**config.mk**
```make
export PLATFORM = sky130hd
export DESIGN_NAME = clk_gen_clk_divider
export DESIGN_NICKNAME = d
export VERILOG_FILES = /design/src/rtl/clk_gen_clk_divider.sv
export SDC_FILE = /design/constraint.sdc
export NUM_CORES = 1
export LEC_CHECK = 0
export ABC_AREA = 1
export BUFFER_PORTS_ARGS = -buffer_cell sky130_fd_sc_hd__buf_4
export CAP_MARGIN = 5
export CORE_MARGIN = 3
export CORE_UTILIZATION = 40
export CTS_CLUSTER_SIZE = 14
export DETAILED_ROUTE_END_ITERATION = 7
export PLACE_DENSITY = 0.65
export SLEW_MARGIN = 20
export SYNTH_ARGS = -nofsm -noshare
export SYNTH_HDL_FRONTEND = slang
export SYNTH_SLANG_ARGS = --single-unit
```
**constraint.sdc**
```tcl
create_clock -name clk -period 2.14 [get_ports clk]
set_input_delay 0.214 -clock clk [delete_from_list [all_inputs] [get_ports clk]]
set_output_delay 0.214 -clock clk [all_outputs]
set_load 0.005 [all_outputs]
```
**src/rtl/clk_gen_clk_divider.sv**
```systemverilog
// Programmable 50%-duty clock divider running on the ring-oscillator loop.
// Ratio updates are requested by load/ack and take effect only at falling boundaries.
module clk_gen_clk_divider #(
  parameter int WIDTH_P = 8
) (
  input  logic               clk,
  input  logic               reset_n,
  input  logic               en_i,
  input  logic [WIDTH_P-1:0] div_val_i,
  input  logic               div_load_i,
  output logic               div_busy_o,
  output logic               div_ack_o,
  output logic [WIDTH_P-1:0] div_active_o,
  output logic               clk_out_o,
  output logic               tick_o
);

  typedef enum logic [1:0] {
    ST_OFF   = 2'd0,
    ST_RUN   = 2'd1,
    ST_DRAIN = 2'd2
  } state_t;

  state_t             state_q, state_d;
  logic [WIDTH_P-1:0] cnt_q, cnt_d;
  logic [WIDTH_P-1:0] pend_q, pend_d;
  logic [WIDTH_P-1:0] active_q, active_d;
  logic               clk_out_q, clk_out_d;
  logic               tick_q, tick_d;
  logic               ack_q, ack_d;
  logic               busy_q, busy_d;

  logic               capture;
  logic               falling;
  logic               go_off;

  always_ff @(posedge clk) begin
    if (!reset_n) begin
      state_q   <= ST_OFF;
      cnt_q     <= '0;
      pend_q    <= '0;
      active_q  <= '0;
      clk_out_q <= 1'b0;
      tick_q    <= 1'b0;
      ack_q     <= 1'b0;
      busy_q    <= 1'b0;
    end else begin
      state_q   <= state_d;
      cnt_q     <= cnt_d;
      pend_q    <= pend_d;
      active_q  <= active_d;
      clk_out_q <= clk_out_d;
      tick_q    <= tick_d;
      ack_q     <= ack_d;
      busy_q    <= busy_d;
    end
  end

  always_comb begin
    state_d   = state_q;
    cnt_d     = cnt_q;
    pend_d    = pend_q;
    active_d  = active_q;
    clk_out_d = clk_out_q;
    tick_d    = 1'b0;
    ack_d     = 1'b0;
    busy_d    = busy_q;
    capture   = div_load_i && !busy_q;
    falling   = 1'b0;
    go_off    = 1'b0;

    unique case (state_q)
      ST_OFF: begin
        cnt_d     = '0;
        clk_out_d = 1'b0;
        if (div_load_i) begin
          active_d = div_val_i;
          ack_d    = 1'b1;
        end
        if (en_i) begin
          state_d = ST_RUN;
        end
      end

      ST_RUN, ST_DRAIN: begin
        // A disable during the low phase truncates it; a high phase always completes.
        if (state_q == ST_RUN && !en_i && !clk_out_q) begin
          go_off = 1'b1;
        end else begin
          if (cnt_q == active_q) begin
            cnt_d     = '0;
            clk_out_d = !clk_out_q;
            if (!clk_out_q) begin
              tick_d = 1'b1;
            end else begin
              falling = 1'b1;
            end
          end else begin
            cnt_d = cnt_q + 1'b1;
          end

          if (falling) begin
            if (busy_q) begin
              active_d = pend_q;
              pend_d   = '0;
              busy_d   = 1'b0;
              ack_d    = 1'b1;
            end
            if (en_i) begin
              state_d = ST_RUN;
            end else begin
              go_off = 1'b1;
            end
          end else if (clk_out_q) begin
            state_d = en_i ? ST_RUN : ST_DRAIN;
          end
        end

        // Entering OFF never leaves a request pending: apply it right here.
        if (go_off) begin
          state_d   = ST_OFF;
          cnt_d     = '0;
          clk_out_d = 1'b0;
          if (busy_q) begin
            active_d = pend_q;
            pend_d   = '0;
            busy_d   = 1'b0;
            ack_d    = 1'b1;
          end else if (capture) begin
            active_d = div_val_i;
            ack_d    = 1'b1;
          end
        end else if (capture) begin
          pend_d = div_val_i;
          busy_d = 1'b1;
        end
      end

      default: begin
        state_d   = ST_OFF;
        cnt_d     = '0;
        clk_out_d = 1'b0;
      end
    endcase
  end

  assign clk_out_o    = clk_out_q;
  assign tick_o       = tick_q;
  assign div_ack_o    = ack_q;
  assign div_busy_o   = busy_q;
  assign div_active_o = active_q;

endmodule

```
## Yosys cells after proc, flatten, opt, wreduce, memory -nomap -nowiden

Index checks and enable logic that the tools add are counted.

- Input bits: 12
- Word-level logic and storage cells: 77
- Flip-flop bits (word level): 30
- Output and inout bits: 12

- Equality and inequality tests: 6
- Bitwise operators: 4
- Reductions and logical operators: 14
- Multiplexer cells: 44
- Add/subtract/negate cells: 1

Operators with widths:

| cell | number |
|---|---|
| $mux W8 | 14 |
| $mux W1 | 21 |
| $pmux W8 S2 | 1 |
| $mux W2 | 6 |
| $add A8 B1 Y8 const B | 1 |
| $eq A8 B8 Y1 | 1 |
| $reduce_and A2 Y1 | 3 |
| $ne A4 B4 Y1 const B | 1 |
| $not A1 Y1 | 4 |
| $pmux W2 S2 | 1 |
| $reduce_or A4 Y1 | 1 |
| $logic_and A1 B1 Y1 | 3 |
| $logic_not A1 Y1 | 3 |
| $ne A3 B3 Y1 const B | 1 |
| $reduce_or A3 Y1 | 1 |
| $eq A2 B1 Y1 const B | 1 |
| $eq A2 B2 Y1 const B | 1 |
| $logic_not A2 Y1 | 1 |
| $ne A2 B2 Y1 const B | 1 |
| $pmux W1 S2 | 1 |
| $reduce_bool A2 Y1 | 1 |
| $reduce_or A2 Y1 | 1 |

## Longest topological paths before layout

Gate-level depths: netlist of run 1.

- Word-level depth: 11
- Gate-level depth with buffers: 13
- Gate-level depth less buffers: 13

## Worst setup path before layout of run 1

No wires, ideal clock.

- Path type: reg2reg
- From: register state_q[0]
- To: register active_q[6] (netlist: div_active_o[6])
- Data arrival time: 1.613 ns
- Data required time: 2.074 ns
- Stages on the path, launching flop included: 8
- Buffers on the path: 1
- Period minus slack after synthesis: 1.680 ns
- Library setup time: 0.066 ns
- Setup slack: 0.460 ns
- Path through: dfxtp_1 -> inv_1 -> ha_1 -> inv_1 -> o21ai_1 -> clkbuf_1 -> o21ai_0 -> a21oi_2

- Word-level cells in the longest chain between the ends: 8
- Elaborated cells between the ends (all ways): 16
- Those cells by class: eq/ne (3); mux (7); reduce/logical (6)

RTL lines:

| element | line | source |
|---|---|---|
| start: declaration | 24 | `state_t state_q, state_d;` |
| start signal: assignment | 48 | `state_q <= state_d;` |
| $eq A2 B1 Y1 | 72, 87 |  |
| $logic_and A1 B1 Y1 (2 in series) | 87 | `if (state_q == ST_RUN && !en_i && !clk_out_q) begin` |
| $mux W8 | 87 |  |
| $mux W8 | 129 | `end else if (capture) begin` |
| $mux W8 | 124 | `if (busy_q) begin` |
| $mux W8 | 120 | `if (go_off) begin` |
| $pmux W8 S2 | 72 | `unique case (state_q)` |
| end signal: assignment | 51 | `active_q <= active_d;` |
| end: declaration | 27 | `logic [WIDTH_P-1:0] active_q, active_d;` |

Several ways; a longest one is shown, not always the timed one. The select of a mux whose other input is x is not followed.
A chain may end at the register's enable or synchronous reset.

## Worst setup path in the final report of run 1

Same ends and word-level chain as after synthesis.

==> impl_metrics.toml, run 1 <==
[drt]
post-route-drc-count = 0
initial_drt_markers = 143
post_drt_via_cell_ratio = 4.92
num_vias = 2017
wire_per_inst_um = 11.9
drt-pass1-iter-count = 4
antenna_left = 0
routed_wl_um = 4900

[global_routing]
grt_max_degree = 23
first_global_vias = 1866
grt_pass1_wl_um = 8470
global_route.usage.total_pct = 17.1
globalRouteOverflowTotal = 0
grt_antenna_before_repair = 0

[synth]
syn-num-nets = 330
yosys-top-cells-area = "sky130_fd_sc_hd__dfxtp_1, sky130_fd_sc_hd__nand2_1, sky130_fd_sc_hd__a21oi_1, sky130_fd_sc_hd__o21ai_0, sky130_fd_sc_hd__a21oi_2"
synth_top_cell_by_area = "sky130_fd_sc_hd__dfxtp_1"
synth.yosys.seq_area_share_pct = 29.3
postSynthRegisterBits = 30
post_synth_instance_area_sq_um = 2050
synth-compound-area-share_pct = 19.2
synth_edf_count = 0
ys.flop_type = "sky130_fd_sc_hd__dfxtp_1"
portion_of_synthesized_cell_area_occupied_by_the_leading_cell_type_pct = 29.3
yosys.area_share.xor_xnor_pct = 0.854
yosysMostFrequentCell = "sky130_fd_sc_hd__nand2_1"
postSynthAreaPerCell_sq_um = 6.53
synth_adder_area_share_pct = 2.44
synth_top_family_by_area = "simple AND/OR/NAND/NOR gates"
async_s_r_ff_share_synth_pct = 0
netlist-cell-type-count = 33
simple_gate_portion_of_the_synthesized_area_pct = 37.6
synth.mux.area_fraction_pct = 0
ys.warnings.count = 0
yosys-top-cells-count = "sky130_fd_sc_hd__nand2_1, sky130_fd_sc_hd__dfxtp_1, sky130_fd_sc_hd__a21oi_1"
post_synth_inst_count = 314

[cts]
root_buffer = "sky130_fd_sc_hd__clkbuf_8"
cts.repair.resized = 0
insertion_delay_ns = 0.28
clk_transition_reported_paths_ns = 0.06
cts_max_path_buffers = 2
num_clock_sinks = 30
htree_depth = 2
cts_buffers = 5
tritoncts = "done"

[timing]
postLayoutSetupSlackWorst_ns = 0.250
finalHoldViolations = 0
timing_max_transition_violations_final = 0
unrepaired_setup_endpoints_after_global_routing = "false"
clock.fmax_mhz = 529
finalWorstPathRequiredPeriod_ns = 1.89
fin_skew_ns = 0.00666
setup_viol = 0
maxSlewHeadroom_pct = 40.3
period_share_pct = 88.3
finalSetupTns_ns = 0
tightestPinTransition_ns = 0.889

[critical_path]
worstReg2RegEnd = "div_active_o[6]$_SDFFE_PN0P_"
critical_path.endpoint = "div_active_o[6]$_SDFFE_PN0P_"
worst_setup_path_startpoint = "state_q[0]$_SDFFE_PN0P_"
critical_path.reg2reg.startpoint = "state_q[0]$_SDFFE_PN0P_"
worstRegToRegCells = 6
timing.critical_path.fanout_max = 16
setup.reg_to_reg.worst_slack_ns = 0.25
kind_of_start_point_of_the_critical_path = "register"
cp.arrival_ns = 2.10
cp_capture_type = "register"
cp_data_required_time_ns = 2.35
kind_of_critical_path = "register to register"

[status]
run_status = "completed"

[die]
initial_utilization_pct = 42.3
io_pins = 24
coreArea_sq_um = 4850
overall_die_width_um = 77.6
die_area_sq_um = 6020
rows = 25
dieHeight_um = 77.6

[hold_path]
min_delay_path_depth = 3
min_path_type = "primary input to register"

[place]
hpwl_um = 3560
placement.setup.worst_slack_ns = 0.237
placement.io_buffers = 23
place_congestion = 0.855
dpl-instance-area_sq_um = 2280

[job]
max-cap-violations = 0

[final_layout]
antenna_diode_count = 0
syn_to_final_growth_pct = 18.9
stdcell_area_sq_um = 2440
finalNetCount = 359
finalCoreUtilization_pct = 50.3
layout-drive-gt1-share_pct = 22.7

[power_and_ir_drop]
power_per_cell_area_nw_per_um2 = 1300
peakVddDrop_mv = 0.617
p_leak_nw = 1.10
## critical path, stage by stage, from the launching register on
cell,delay (ns)
sky130_fd_sc_hd__dfxtp_1,0.37
sky130_fd_sc_hd__inv_1,0.08
sky130_fd_sc_hd__ha_1,0.30
sky130_fd_sc_hd__inv_1,0.05
sky130_fd_sc_hd__o21ai_1,0.69
sky130_fd_sc_hd__o21ai_0,0.20
sky130_fd_sc_hd__a21oi_2,0.13
## layout make-up
class	count	area [sq um]
clock buffers	6	82.6
clock inverters	1	30.0
fillers	496	2410
inverters	37	141
multi-input cells	235	1230
flip-flops and latches	30	601
well taps	67	83.8
repair buffers	34	268
## routing by layer
metal	wire length [um]	up-vias	global-route usage, %
li1	-	1073	-
met1	2460	883	24.6
met2	2100	57	25.3
met3	297	4	3.71
met4	41	0	5.52
met5	0	-	0
## metrics by stage
stage / total power, mW / cells / hold WS (ns)
5_1_grt: 3.45 / 410 / 0.231
3_5_place_dp: 2.49 / 399 / 0.487
2_1_floorplan: 2.10 / 314 / 0.366
4_1_cts: 3.10 / 406 / 0.221
6_report: 3.17 / 410 / 0.223
3_3_place_gp: 2.49 / 399 / 0.480
## power by group
group          total [mW]  switching [mW]  leakage [nW]  internal (mW)
Sequential          0.933           0.199         0.246          0.734
Combinational        1.64           0.993         0.796          0.651
Clock               0.592           0.220        0.0573          0.372
## repair_timing
item / CTS / global route
endpoints found under the hold margin: 0 / 0
hold buffers: 0 / 0
setup endpoints to repair: 0 / 3
buffers inserted: 0 / 4
## worst min-delay path by stage
stage | startpoint | endpoint | slack, ns
floorplan | reset_n | div_busy_o$_SDFFE_PN0N_ | 0.37
global placement | clk_out_o$_SDFFE_PP0P_ | clk_out_o$_SDFFE_PP0P_ | 0.48
detailed placement | clk_out_o$_SDFFE_PP0P_ | clk_out_o$_SDFFE_PP0P_ | 0.49
CTS | div_load_i | div_ack_o$_SDFF_PN0_ | 0.22
global route | div_load_i | div_ack_o$_SDFF_PN0_ | 0.23
finish | div_load_i | div_ack_o$_SDFF_PN0_ | 0.22
## cells by family (layout without fill, tap and decap cells)
group	count (synthesis)	count (layout)
flip-flops	30	30
AO/OA/AOI/OAI	66	66
AND/OR/NAND/NOR	163	163
buffers and inverters	49	78
XOR/XNOR	2	2
adder cells (fa/ha/maj)	4	4
## layout by cell type, fill, tap and decap left out, types with 2 or more instances in the layout
cell type,n
sky130_fd_sc_hd__nand2_1,102
sky130_fd_sc_hd__buf_4,33
sky130_fd_sc_hd__dfxtp_1,30
sky130_fd_sc_hd__a21oi_1,24
sky130_fd_sc_hd__inv_1,21
sky130_fd_sc_hd__o21ai_0,18
sky130_fd_sc_hd__nand3_1,14
sky130_fd_sc_hd__nor2_1,11
sky130_fd_sc_hd__o21ai_1,11
sky130_fd_sc_hd__a21oi_2,10
sky130_fd_sc_hd__nand4_1,10
sky130_fd_sc_hd__clkinv_1,9
sky130_fd_sc_hd__or2_2,8
sky130_fd_sc_hd__inv_2,6
sky130_fd_sc_hd__clkbuf_8,6
sky130_fd_sc_hd__ha_1,4
sky130_fd_sc_hd__nor3_1,3
sky130_fd_sc_hd__nor3b_1,3
sky130_fd_sc_hd__nor2_2,2
sky130_fd_sc_hd__nand2_2,2
sky130_fd_sc_hd__nand3_2,2
sky130_fd_sc_hd__xor2_1,2
sky130_fd_sc_hd__nor4_1,2
Power figures use the tool's default switching activity.
==> inputs of run 2 (changes only) <==
--- a/config.mk
+++ b/config.mk
@@ -8,12 +8,13 @@
 export ABC_AREA = 1
 export BUFFER_PORTS_ARGS = -buffer_cell sky130_fd_sc_hd__buf_4
 export CAP_MARGIN = 5
+export CORE_ASPECT_RATIO = 0.7
 export CORE_MARGIN = 3
 export CORE_UTILIZATION = 40
 export CTS_CLUSTER_SIZE = 14
 export DETAILED_ROUTE_END_ITERATION = 7
 export PLACE_DENSITY = 0.65
-export SLEW_MARGIN = 20
+export SLEW_MARGIN = 0
 export SYNTH_ARGS = -nofsm -noshare
 export SYNTH_HDL_FRONTEND = slang
 export SYNTH_SLANG_ARGS = --single-unit
==> impl_metrics.toml, run 2 (synthesized netlist as in run 1, its figures left out) <==
[critical_path]
cp_data_required_time_ns = 2.29
cp.arrival_ns = 2.06
worst_setup_path_startpoint = "div_active_o[3]$_SDFFE_PN0P_"
kind_of_start_point_of_the_critical_path = "register"
timing.critical_path.fanout_max = 19
critical_path.endpoint = "div_active_o[0]$_SDFFE_PN0P_"
cp_capture_type = "register"
setup.reg_to_reg.worst_slack_ns = 0.23
worstReg2RegEnd = "div_active_o[0]$_SDFFE_PN0P_"
worstRegToRegCells = 13
kind_of_critical_path = "register to register"
critical_path.reg2reg.startpoint = "div_active_o[3]$_SDFFE_PN0P_"

[power_and_ir_drop]
p_leak_nw = 1.09
peakVddDrop_mv = 0.557
power_per_cell_area_nw_per_um2 = 1290

[die]
rows = 21
dieHeight_um = 65.9
io_pins = 24
coreArea_sq_um = 4860
die_area_sq_um = 6040
overall_die_width_um = 91.6
initial_utilization_pct = 42.2

[timing]
whs_ns = 0.234
clock.fmax_mhz = 523
finalWorstPathRequiredPeriod_ns = 1.91
fin_skew_ns = 0.00559
finalHoldViolations = 0
period_share_pct = 89.3
postLayoutSetupSlackWorst_ns = 0.229
timing_max_transition_violations_final = 0
setup_viol = 0
finalSetupTns_ns = 0
unrepaired_setup_endpoints_after_global_routing = "false"
maxSlewHeadroom_pct = 55.7
tightestPinTransition_ns = 0.664

[place]
placement.setup.worst_slack_ns = 0.131
post-place-cells = 402
place_congestion = 0.790
placement.io_buffers = 23
hpwl_um = 3850

[cts]
cts_buffers = 5
tritoncts = "done"
htree_depth = 2
root_buffer = "sky130_fd_sc_hd__clkbuf_8"
insertion_delay_ns = 0.28
cts_max_path_buffers = 2
num_clock_sinks = 30
clk_transition_reported_paths_ns = 0.07

[final_layout]
layout-drive-gt1-share_pct = 22.8
finalNetCount = 357
layout_common_cells = "sky130_fd_sc_hd__nand2_1, sky130_fd_sc_hd__buf_4, sky130_fd_sc_hd__dfxtp_1"
finalCoreUtilization_pct = 49.9
mostFrequentLayoutCell = "sky130_fd_sc_hd__nand2_1"
layout.cells.non_filler = 411
syn_to_final_growth_pct = 18.3
antenna_diode_count = 0

[drt]
initial_drt_markers = 95
num_vias = 2039
post-route-drc-count = 0
wire_per_inst_um = 12.6
highest-signal-layer = "met4"
antenna_left = 0
routedLengthMet1_um = 2690
drt-pass1-iter-count = 4
post_drt_via_cell_ratio = 4.96
routed_wl_um = 5180
route.met2.wl_um = 2240
met3_wirelength_um = 199

[global_routing]
globalRouteOverflowTotal = 0
grt_pass1_wl_um = 8670
grt_max_degree = 23
first_global_vias = 1836
global_route.usage.total_pct = 17.9
grt_antenna_before_repair = 0

[hold_path]
min_path_type = "primary input to register"

[status]
run_status = "completed"

[job]
max-cap-violations = 0
-- run 2: critical path: stages (launching register included) --
cell                      delay, ns
sky130_fd_sc_hd__dfxtp_1       0.42
sky130_fd_sc_hd__inv_1         0.06
sky130_fd_sc_hd__nand2_1       0.05
sky130_fd_sc_hd__nand2_1       0.04
sky130_fd_sc_hd__nor2_1        0.09
sky130_fd_sc_hd__nand2_1       0.13
sky130_fd_sc_hd__nor2_8        0.24
sky130_fd_sc_hd__nand3_4       0.13
sky130_fd_sc_hd__nand2_8       0.16
sky130_fd_sc_hd__nand2_2       0.15
sky130_fd_sc_hd__nand2_1       0.09
sky130_fd_sc_hd__nand2_1       0.06
sky130_fd_sc_hd__nand2_1       0.08
sky130_fd_sc_hd__a21oi_1       0.06
-- run 2: per-stage QoR --
step / power, mW / instance area (sq um)
floorplan: 2.10 / 2050
global placement: 2.51 / 2290
detailed placement: 2.52 / 2290
CTS: 3.09 / 2400
global route: 3.39 / 2430
finish: 3.12 / 2430
-- run 2: layer usage --
layer / track usage (%) / vias to the layer above
li1: - / 1076
met1: 24.8 / 924
met2: 27.6 / 34
met3: 4.21 / 5
met4: 5.26 / 0
met5: 0 / -
-- run 2: layout make-up --
class                   instances  area, sq um
repair buffers                 32          253
fillers                       530         2430
well taps                      69         86.3
clock buffers                   8          110
inverters                      37          141
multi-input cells             235         1230
flip-flops and latches         30          601
-- run 2: power breakdown --
part	switching (mW)	total, mW	internal [mW]	leakage (nW)
Clock	0.224	0.549	0.325	0.0575
Combinational	1.00	1.64	0.635	0.786
Sequential	0.202	0.936	0.734	0.246
-- run 2: worst min-delay path by stage --
stage	start	end	slack, ns	cells after the start
finish	div_load_i	div_ack_o$_SDFF_PN0_	0.23	3
detailed placement	clk_out_o$_SDFFE_PP0P_	clk_out_o$_SDFFE_PP0P_	0.48	2
floorplan	reset_n	div_busy_o$_SDFFE_PN0N_	0.37	2
CTS	div_load_i	div_ack_o$_SDFF_PN0_	0.21	3
global route	div_load_i	div_ack_o$_SDFF_PN0_	0.24	3
global placement	clk_out_o$_SDFFE_PP0P_	clk_out_o$_SDFFE_PP0P_	0.47	2
-- run 2: what timing repair did --
| action | 4_1_cts | 5_1_grt |
|---|---|---|
| resized for setup | 0 | 1 |
| endpoints found under the setup margin | 0 | 2 |
| setup buffers | 0 | 1 |
| hold buffers | 0 | 0 |
==> inputs of run 3 (changes only) <==
--- a/config.mk
+++ b/config.mk
@@ -9,7 +9,6 @@
 export BUFFER_PORTS_ARGS = -buffer_cell sky130_fd_sc_hd__buf_4
 export CAP_MARGIN = 5
 export CORE_ASPECT_RATIO = 0.7
-export CORE_MARGIN = 3
 export CORE_UTILIZATION = 40
 export CTS_CLUSTER_SIZE = 14
 export DETAILED_ROUTE_END_ITERATION = 7
==> impl_metrics.toml, run 3 (synthesized netlist as in run 1, its figures left out) <==
[die]
io_pins = 24
dieHeight_um = 61.9
initial_utilization_pct = 42.2
overall_die_width_um = 87.6
rows = 21
coreArea_sq_um = 4860
die_area_sq_um = 5420

[final_layout]
layout_common_cells = "sky130_fd_sc_hd__nand2_1, sky130_fd_sc_hd__buf_4, sky130_fd_sc_hd__dfxtp_1"
mostFrequentLayoutCell = "sky130_fd_sc_hd__nand2_1"
syn_to_final_growth_pct = 17.4
layout.cells.non_filler = 411
antenna_diode_count = 0
fillCellCount = 513
layout-drive-gt1-share_pct = 22.5
finalNetCount = 357

[global_routing]
top_usage_layer = "met2"
globalRouteOverflowTotal = 0
grt_max_degree = 23
fraction_of_met2_tracks_used_by_global_routing_pct = 31.3
grt_antenna_before_repair = 0
grt_pass1_wl_um = 8070
gr-usage-met1_pct = 27.8
global_route.usage.total_pct = 19.7
first_global_vias = 1725
grt_use_met3_pct = 3.96

[timing]
clock.fmax_mhz = 506
unrepaired_setup_endpoints_after_global_routing = "false"
finalWorstPathRequiredPeriod_ns = 1.98
tightestPinTransition_ns = 0.584
period_share_pct = 92.3
finalHoldViolations = 0
setup_viol = 0
maxSlewHeadroom_pct = 61.1
fin_skew_ns = 0.00817
whs_ns = 0.249
finalSetupTns_ns = 0
timing_max_transition_violations_final = 0

[place]
placement.io_buffers = 23
post-place-cells = 401
hpwl_um = 3730
place_congestion = 0.801

[critical_path]
cp.arrival_ns = 2.14
timing.critical_path.fanout_max = 6
worstRegToRegCells = 11
kind_of_critical_path = "register to register"
worst_setup_path_startpoint = "state_q[1]$_SDFFE_PN0P_"
critical_path.reg2reg.startpoint = "state_q[1]$_SDFFE_PN0P_"
cp_data_required_time_ns = 2.30
cp_capture_type = "register"
kind_of_start_point_of_the_critical_path = "register"

[drt]
routed_wl_um = 5100
post_drt_via_cell_ratio = 4.98
num_vias = 2046
antenna_left = 0
post-route-drc-count = 0
initial_drt_markers = 123
wire_per_inst_um = 12.4
drt-pass1-iter-count = 4

[hold_path]
min_delay_path_depth = 3
holdCritStartpoint = "div_load_i"
min_path_type = "primary input to register"

[cts]
cts_buffers = 5
cts_max_path_buffers = 2
tritoncts = "done"
clk_transition_reported_paths_ns = 0.07
number_of_buffers_added_to_fix_hold_violations_after_cts = 0
num_clock_sinks = 30
root_buffer = "sky130_fd_sc_hd__clkbuf_8"
insertion_delay_ns = 0.29
htree_depth = 2

[power_and_ir_drop]
total_power_mw = 3.06
p_leak_nw = 1.08
power_per_cell_area_nw_per_um2 = 1270
peakVddDrop_mv = 0.465

[job]
max-cap-violations = 0

[status]
run_status = "completed"
[run 3: cell count changes in the layout (fill, tap and decap cells not counted), sizes merged]
cell    delta
clkbuf     -1
clkinv     +1
[run 3: per-layer routing]
| metal | share of wire [%] | vias to the layer above |
|---|---|---|
| met1 | 52 | 918 |
| met5 | 0 | - |
| met2 | 42 | 49 |
| met4 | 0.73 | 0 |
| li1 | - | 1075 |
| met3 | 5.6 | 4 |
[run 3: worst max-delay path, stage by stage, from the launching register on]
cell and delay (ns):
sky130_fd_sc_hd__dfxtp_1 0.36, sky130_fd_sc_hd__inv_1 0.08, sky130_fd_sc_hd__ha_1 0.18, sky130_fd_sc_hd__nand3_1 0.29
sky130_fd_sc_hd__buf_4 0.22, sky130_fd_sc_hd__nand3_1 0.10, sky130_fd_sc_hd__nor2_1 0.11, sky130_fd_sc_hd__inv_1 0.06
sky130_fd_sc_hd__nor2_1 0.12, sky130_fd_sc_hd__nand2_1 0.10, sky130_fd_sc_hd__xor2_1 0.16, sky130_fd_sc_hd__nor2_1 0.06
[run 3: timing repair]
item | in CTS | in global routing
setup endpoints to repair | 0 | 11
resized for setup | 0 | 1
setup buffers | 0 | 2
[run 3: cell type report]
type | instances | area, sq um | share of cell area (%)
Clock buffer | 7 | 86.3 | 3.59
Multi-Input combinational cell | 235 | 1230 | 51.3
Inverter | 37 | 141 | 5.87
Clock inverter | 1 | 5.00 | 0.208
Tap cell | 69 | 86.3 | 3.59
Sequential cell | 30 | 601 | 24.9
Timing Repair Buffer | 32 | 253 | 10.5
[run 3: path summary, 6_finish.rpt]
kind | slack (ns) | to
setup / recovery | 0.16 | cnt_q[6]$_SDFFE_PP0N_
hold / removal | 0.25 | div_ack_o$_SDFF_PN0_
setup reg to reg | 0.16 | cnt_q[6]$_SDFFE_PP0N_
hold reg to reg | 0.49 | clk_out_o$_SDFFE_PP0P_
[run 3: report_power, final]
| part | total (mW) | switching [mW] | internal (mW) |
|---|---|---|---|
| clock | 0.484 | 0.225 | 0.259 |
| sequential | 0.945 | 0.212 | 0.734 |
| combinational | 1.63 | 0.994 | 0.638 |
[run 3: stage by stage]
stage               cell area, sq um  setup WS [ns]  util (%)
global route                    2410         0.0122      49.5
finish                          2410          0.164      49.5
floorplan                       2050          0.460         -
global placement                2280          0.216      47.0
CTS                             2380          0.134      48.9
detailed placement              2280          0.164      47.0
